File: src/rtl/subtractor_pkg.sv
// Shared types and constants for the bit-serial subtractor.
// State encoding is fixed so checkers can probe the FSM by value.
package subtractor_pkg;

   localparam int DEFAULT_WIDTH = 8;

   typedef enum logic {
      IDLE = 1'b0,
      RUN  = 1'b1
   } state_t;

endpackage

File: src/rtl/bit_subtractor_cell.sv
// One-bit full subtractor: d = a - b - bin, with borrow out.
module bit_subtractor_cell (
   input  logic a,
   input  logic b,
   input  logic bin,
   output logic d,
   output logic bout
);

   assign d    = a ^ b ^ bin;
   assign bout = (~a & b) | (~(a ^ b) & bin);

endmodule

File: src/rtl/serial_subtractor.sv
// Bit-serial subtractor: diff = a - b - borrow_in, one bit per clock, LSB first.
// Result registers only change on the completing edge, so they hold between operations.
module serial_subtractor
   import subtractor_pkg::*;
#(
   parameter int WIDTH = DEFAULT_WIDTH
) (
   input  logic             clk,
   input  logic             rst,
   input  logic             start,
   input  logic [WIDTH-1:0] a,
   input  logic [WIDTH-1:0] b,
   input  logic             borrow_in,
   output logic             busy,
   output logic             done,
   output logic [WIDTH-1:0] diff,
   output logic             borrow_out,
   output logic             overflow
);

   localparam int CW = $clog2(WIDTH);
   localparam logic [CW-1:0] LAST = CW'(WIDTH - 1);

   // Handshake: start is accepted on any edge where the FSM is IDLE (busy=0),
   // including the done cycle; busy is high from that edge until done, and done
   // is a one-cycle pulse on which diff/borrow_out/overflow become valid.
   state_t           state;
   logic [CW-1:0]    cnt;
   logic [WIDTH-1:0] a_q;
   logic [WIDTH-1:0] b_q;
   logic             br;
   logic [WIDTH-1:0] sreg;
   logic             d_bit;
   logic             bout_bit;
   logic [WIDTH-1:0] shifted;

   bit_subtractor_cell u_cell (
      .a    (a_q[cnt]),
      .b    (b_q[cnt]),
      .bin  (br),
      .d    (d_bit),
      .bout (bout_bit)
   );

   assign shifted = {d_bit, sreg[WIDTH-1:1]};

   always_ff @(posedge clk) begin
      if (rst) begin
         state      <= IDLE;
         cnt        <= '0;
         a_q        <= '0;
         b_q        <= '0;
         br         <= 1'b0;
         sreg       <= '0;
         busy       <= 1'b0;
         done       <= 1'b0;
         diff       <= '0;
         borrow_out <= 1'b0;
         overflow   <= 1'b0;
      end else begin
         done <= 1'b0;
         case (state)
            IDLE: begin
               if (start) begin
                  a_q   <= a;
                  b_q   <= b;
                  br    <= borrow_in;
                  cnt   <= '0;
                  busy  <= 1'b1;
                  state <= RUN;
               end
            end
            RUN: begin
               sreg <= shifted;
               br   <= bout_bit;
               cnt  <= cnt + 1'b1;
               if (cnt == LAST) begin
                  // The MSB is processed last, so d_bit is the result sign here.
                  state      <= IDLE;
                  busy       <= 1'b0;
                  done       <= 1'b1;
                  diff       <= shifted;
                  borrow_out <= bout_bit;
                  overflow   <= (a_q[WIDTH-1] != b_q[WIDTH-1]) & (d_bit != a_q[WIDTH-1]);
               end
            end
            default: state <= IDLE;
         endcase
      end
   end

endmodule

File: config.mk
export PLATFORM = sky130hd
export DESIGN_NAME = serial_subtractor
export DESIGN_NICKNAME = d
export VERILOG_FILES = /design/src/rtl/subtractor_pkg.sv /design/src/rtl/bit_subtractor_cell.sv /design/src/rtl/serial_subtractor.sv
export SDC_FILE = /design/constraint.sdc
export NUM_CORES = 1
export LEC_CHECK = 0
export BUFFER_PORTS_ARGS = -buffer_cell sky130_fd_sc_hd__buf_2
export CAP_MARGIN = 10
export CORE_AREA = 2 2 61 63
export DETAILED_ROUTE_END_ITERATION = 8
export DIE_AREA = 0 0 63 65
export PLACE_DENSITY_LB_ADDON = 0.2
export RECOVER_POWER = 100
export SLEW_MARGIN = 20
export SYNTH_ARGS = -nofsm -noshare
export SYNTH_HDL_FRONTEND = slang
export SYNTH_SLANG_ARGS = --single-unit
export TNS_END_PERCENT = 100
File: constraint.sdc
create_clock -name clk -period 2.42 [get_ports clk]
set_clock_uncertainty 0.1 [all_clocks]
set_input_delay 0.121 -clock clk [delete_from_list [all_inputs] [get_ports clk]]
set_output_delay 0.121 -clock clk [all_outputs]
set_load 0.02 [all_outputs]
==> results.cfg, run 1 <==
[outcome]
run_status = finished clean

[timing]
timing.final.ws_setup_ns = 0.113
timing.setup.tns_ns = 0
grt_setup_unrepaired = no
period_needed_ns = 2.31
max_freq_mhz = 433
final_max_slew_viol_count = 0
finalHoldViolations = 0
worst_slew_pin_slew_ns = 0.697
min_period_over_period = 0.953
setup_viol = 0
timing.slew.headroom = 0.536

[worst_setup_path]
setup.reg_to_reg.worst_slack_ns = 0.11
timing.critical_path.max_delay_family = multiplexers
cp_slowest_stage_delay_ns = 0.54
crit_end_element = flop
worst-endpoint-arrival_ns = 2.42
crit-reg2reg-launch = cnt[0]$_SDFFE_PP0P_
timing.critical_path.required_ns = 2.53
path_buf_inv = 0
crit_type = flop to flop
rr_endpoint = overflow$_SDFFE_PP0P_
rr_worst_depth = 6
critPathSlowestCell = mux4_1
critical_path.startpoint_type = flop
worstPathCellList = mux4_1 > mux2_2 > fa_1 > nor2_1 > a221oi_1 > nor3_1
critical_path.max_fanout = 3

[global_routing]
grt.met1_usage = 0.185
number_of_global_route_vias_before_repair = 1249
globalRoute.totalOverflow = 0
pin_count_of_the_biggest_net_entering_global_routing = 41
grt_first_pass_wirelength_mm = 5.49
antenna_found_initial = 0
grt_use_met2 = 0.309
met3_usage = 0.0625
grt-busiest-layer = met2
grtUsageTotal = 0.171

[floorplanning]
fp.dieW_um = 63
ios = 32
floorplan.initialDensity = 0.455
fp-row-count = 22
die_area_um2 = 4100
die_h_um = 65
placeableCoreArea_um2 = 3500

[cells_and_area]
share_of_cells_above_drive_strength_1 = 0.151
post_layout_nonfiller_instances = 273
number_of_nets_in_the_finished_design = 247
flow.area_growth_from_synthesis_pct = 24.5
antenna_cells = 0

[synth]
syn_nets = 200
syn-cell-area_um2 = 1590
synth_xor_area_frac = 0
synth-seq-area-share = 0.504
post_synth_inst_count = 177
synth.area.mux_share = 0.124
syn_avg_cell_area_um2 = 8.98
synthDistinctLibCells = 20
synth_fa_ha_area_frac = 0.0283
yosysWarningCount = 0
flops_latches_synth = 40
dominant_combinational_cell_family_by_area_after_synthesis = simple AND/OR/NAND/NOR gates
share_of_synthesized_cell_area_in_and_or_nand_and_nor_gates = 0.197
synth_compound_area_frac = 0.105

[worst_hold_path]
endpoint_worst_hold = br$_SDFFE_PP0P_
timing.hold.worst.start = borrow_in
min_path_cells = 3
hold_path.class = primary input to flop

[place]
finalWeightedCongestion = 0.729
port_buffers = 31
numPlacedInstances = 248
placement.setup.worst_slack_ns = 0.0304
post_detailed_placement_half_perimeter_wirelength_mm = 2.15

[power_and_ir_drop]
internal_power_uw = 892
p_per_area_nw_per_um2 = 600
leak_pwr_nw = 0.773
vdd.ir_drop.worst_mv = 0.359
power.combinational.fraction = 0.114
power_switching_uw = 295
clock_power_share = 0.297
pwr-share-seq = 0.588
p_sw_frac = 0.248

[clocking]
cts_post_setup_buffers_inserted = 0
cts_tree = done
clockBufferDepth = 2
h-tree-depth = 2
clock-sinks = 40
numCtsBuffers = 5
clock_insertion_delay_worst_skew_ns = 0.35
clk_transition_reported_paths_ns = 0.11
clk_root_buffer_cell = clkbuf_4

[detailed_routing]
drt-initial-drc-count = 59
drt.antenna.violating_nets = 0
routed-via-count = 1318
finalWirelength_mm = 3.13
drc = 0
route.detailed.vias_per_inst = 4.83
first_pass_iters = 4
routed_wire_length_per_instance_um = 11.5

[job]
timing.max_cap.violations = 0
-- cells in the final DEF, fill, tap and decap left out, drive strengths merged, types with 2 or more instances in the layout --
cell,n
nand2,49
dfxtp,40
a21oi,27
clkbuf,21
buf,20
dlygate4sd3,17
nor2,16
mux2i,8
mux4,4
nor3b,3
nor2b,3
nor3,3
a211oi,3
inv,2
ha,2
clkinv,2
-- state kept, by name (all words and copies together) (netlist names) --
| name | cells |
|---|---|
| a_q | 8 |
| borrow_out | 1 |
| cnt | 3 |
| sreg | 7 |
| state | 1 |
| br | 1 |
| busy | 1 |
| done | 1 |
| diff | 8 |
| overflow | 1 |
| b_q | 8 |
-- metal layers --
metal	routed length, um	part of all wire	vias up
met5	0	0	-
met4	46	0.015	0
met3	137	0.044	5
met2	1540	0.49	31
met1	1400	0.45	590
li1	-	-	692
-- repair_timing --
action	4_1_cts	5_1_grt
hold endpoints to repair	17	0
endpoints found under the setup margin	0	2
gates resized for setup	0	3
hold buffers	17	0
-- cell families after synthesis --
family          Yosys count
fa+ha+maj                 3
compound gates           31
mux                      13
simple gates             76
flops                    40
buf+inv                  14
-- worst register-to-register path, stage by stage, from the launching register on --
cell and delay [ns]:
dfxtp_2 0.36, mux4_1 0.54, mux2_2 0.28, fa_1 0.53, nor2_1 0.06, a221oi_1 0.24
nor3_1 0.08
-- per-stage QoR --
| stage | utilization | area [um2] | hold slack [ns] | power (mW) |
|---|---|---|---|---|
| 2_1_floorplan | - | 1590 | 0.157 | 0.790 |
| 3_3_place_gp | 0.508 | 1770 | 0.262 | 0.824 |
| 3_5_place_dp | 0.508 | 1770 | 0.270 | 0.830 |
| 4_1_cts | 0.574 | 2010 | 0.0629 | 1.20 |
| 5_1_grt | 0.566 | 1980 | 0.0458 | 1.25 |
| 6_report | 0.566 | 1980 | 0.0706 | 1.19 |
-- cells in the mapped netlist (all sizes together) --
master | n | area [um2]
inv | 2 | 7.51
nor3 | 3 | 15.0
fa | 1 | 20.0
mux2 | 1 | 11.3
nor3b | 3 | 22.5
clkbuf | 5 | 18.8
ha | 2 | 25.0
nand2b | 1 | 6.26
nor2b | 3 | 18.8
mux4 | 4 | 105
mux2i | 8 | 80.1
nor2 | 16 | 60.1
a211oi | 3 | 22.5
dfxtp | 40 | 801
a221oi | 1 | 8.76
a21oi | 27 | 135
and2 | 1 | 6.26
buf | 7 | 41.3
nand2 | 49 | 184
-- worst max path at each step --
stage                                    from                     to  slack, ns  cells after the start
final                     cnt[0]$_SDFFE_PP0P_  overflow$_SDFFE_PP0P_       0.11                      6
after global routing      cnt[0]$_SDFFE_PP0P_   sreg[7]$_SDFFE_PP0P_       0.02                      7
after CTS                 cnt[0]$_SDFFE_PP0P_  overflow$_SDFFE_PP0P_       0.03                      6
after detailed placement  cnt[0]$_SDFFE_PP0P_  overflow$_SDFFE_PP0P_       0.03                      6
after global placement    cnt[0]$_SDFFE_PP0P_  overflow$_SDFFE_PP0P_       0.09                      6
after floorplan           cnt[0]$_SDFFE_PP0P_  overflow$_SDFFE_PP0P_       0.04                      7
-- power by group through the flow --
stage	Clock, mW	Sequential [mW]	Combinational, mW
finish	0.353	0.698	0.136
global route	0.392	0.702	0.153
CTS	0.361	0.698	0.139
detailed placement	0	0.713	0.117
global placement	0	0.712	0.113
floorplan	0	0.707	0.0834
-- area by class of cell --
| type | count | area (um2) |
|---|---|---|
| Clock buffer | 6 | 51.3 |
| Fill cell | 350 | 1520 |
| Timing Repair Buffer | 52 | 334 |
| Clock inverter | 2 | 10.0 |
| Multi-Input combinational cell | 123 | 713 |
| Tap cell | 48 | 60.1 |
| Inverter | 2 | 7.51 |
| Sequential cell | 40 | 802 |
Note: power is estimated with default switching activity, not from simulation.
==> inputs of run 2 (changes only) <==
Settings changed: CELL_PAD_IN_SITES_DETAIL_PLACEMENT from default to 0, CELL_PAD_IN_SITES_GLOBAL_PLACEMENT from default to 2, CORE_AREA 2 2 61 63 to 2 2 86 72, DIE_AREA 0 0 63 65 to 0 0 88 74.
==> run 2 against run 1 <==
Against the previous run: critical path depth unchanged; critical path type unchanged; via count hardly changed; sequential share of layout area fell by 2.1 points; non-clock buffer count is the same; combinational power is 12% higher; critical endpoint unchanged.
==> results.cfg, run 2 (synthesis gave the netlist of run 1 again) <==
[timing]
min_period_over_period = 0.965
worst_slew_pin_slew_ns = 0.755
timing.final.ws_setup_ns = 0.0856
period_needed_ns = 2.33
final_max_slew_viol_count = 0
timing.slew.headroom = 0.497
finalHoldViolations = 0
hold-worst-slack_ns = 0.0606
grt_setup_unrepaired = yes
max_freq_mhz = 428
setup_viol = 0

[clocking]
clock-sinks = 40
numCtsBuffers = 5
cts_tree = done
clk_transition_reported_paths_ns = 0.07
clock_insertion_delay_worst_skew_ns = 0.29
clockBufferDepth = 2
h-tree-depth = 2
clk_root_buffer_cell = clkbuf_8

[global_routing]
grt_first_pass_wirelength_mm = 5.82
pin_count_of_the_biggest_net_entering_global_routing = 41
grt_use_met2 = 0.180
grt-busiest-layer = met2
number_of_global_route_vias_before_repair = 1226
met3_usage = 0.0355
grt.met1_usage = 0.159
globalRoute.totalOverflow = 0
antenna_found_initial = 0
grtUsageTotal = 0.119

[worst_setup_path]
crit_type = flop to flop
worst-endpoint-arrival_ns = 2.39
critical_path.max_fanout = 5
crit_end_element = flop
critical_path.startpoint_type = flop
timing.critical_path.required_ns = 2.47

[place]
port_buffers = 31
finalWeightedCongestion = 0.704
post_detailed_placement_half_perimeter_wirelength_mm = 2.33
numPlacedInstances = 281
placement.setup.worst_slack_ns = -0.00612

[outcome]
run_status = finished clean

[power_and_ir_drop]
leak_pwr_nw = 0.789
clock_power_share = 0.357
power.combinational.fraction = 0.114
p_sw_frac = 0.234
pwr-share-seq = 0.528
internal_power_mw = 1.01
p_per_area_nw_per_um2 = 632
power_switching_uw = 311
vdd.ir_drop.worst_mv = 0.235

[floorplanning]
die_area_um2 = 6510
fp.dieW_um = 88
ios = 32
placeableCoreArea_um2 = 5660
fp-row-count = 25
die_h_um = 74
floorplan.initialDensity = 0.281

[cells_and_area]
share_of_cells_above_drive_strength_1 = 0.192
number_of_nets_in_the_finished_design = 247
layout_commonest_cell = nand2_1
post_layout_nonfiller_instances = 305
biggestRegsByFlops = a_q (8), b_q (8), diff (8)
mostFrequentLayoutCells = 49 x nand2_1, 39 x dfxtp_1, 27 x a21oi_1
antenna_cells = 0
filler_cell_count = 597
flow.area_growth_from_synthesis_pct = 31.8

[detailed_routing]
routed-via-count = 1319
route.detailed.vias_per_inst = 4.32
drt.antenna.violating_nets = 0
finalWirelength_mm = 3.53
routed_wire_length_per_instance_um = 11.6
first_pass_iters = 5
drt-initial-drc-count = 41
drc = 0

[worst_hold_path]
hold_path.class = primary input to flop

[job]
timing.max_cap.violations = 0
==> run 2: path summary, 6_finish.rpt <==
path / slack, ns / depth (start not counted) / endpoint / from
hold / removal: 0.06 / 3 / state$_SDFF_PP0_ / start
hold reg to reg: 0.36 / 2 / a_q[3]$_SDFFE_PP0P_ / a_q[3]$_SDFFE_PP0P_
setup reg to reg: 0.09 / 6 / overflow$_SDFFE_PP0P_ / cnt[0]$_SDFFE_PP0P_
setup / recovery: 0.09 / 6 / overflow$_SDFFE_PP0P_ / cnt[0]$_SDFFE_PP0P_
==> run 2: final cells by class <==
cell class | count | area (um2) | share of cell area
clock buffer | 7 | 96.3 | 0.0460
sequential | 40 | 805 | 0.384
timing repair buffer | 52 | 342 | 0.163
inverter | 2 | 7.51 | 0.00358
multi-input combinational | 123 | 743 | 0.355
tap | 81 | 101 | 0.0484
==> run 2: per-stage QoR <==
stage | utilization | total power, mW | cell area [um2] | TNS (ns)
4_1_cts | 0.366 | 1.33 | 2070 | 0
5_1_grt | 0.370 | 1.38 | 2090 | -0.0135
2_1_floorplan | - | 0.790 | 1590 | 0
3_5_place_dp | 0.321 | 0.832 | 1820 | -0.00612
3_3_place_gp | 0.321 | 0.829 | 1820 | 0
6_report | 0.370 | 1.32 | 2090 | 0
==> run 2: worst max-delay path, cell delays in order, from the launching register on <==
cell      delay [ns]
dfxtp_4         0.37
buf_6           0.12
mux4_2          0.51
mux2i_2         0.21
fa_2            0.52
a221oi_4        0.32
nor3_2          0.05
==> run 2: routing by layer <==
metal,vias up,routed length (um)
li1,679,-
met1,601,1790
met2,31,1480
met3,8,196
met4,0,64
met5,-,0
==> run 2: power by group through the flow <==
stage	logic, mW	clock network, mW	registers (mW)
after CTS	0.139	0.492	0.699
final	0.152	0.473	0.700
after floorplan	0.0834	0	0.707
after detailed placement	0.118	0	0.714
after global placement	0.115	0	0.714
after global routing	0.169	0.510	0.703
==> run 2: repair_timing <==
item	in CTS	in global routing
setup buffers	0	1
pin swaps	0	3
gates resized for setup	1	13
hold buffers	16	0
endpoints found under the setup margin	1	2
endpoints found under the hold margin	16	0
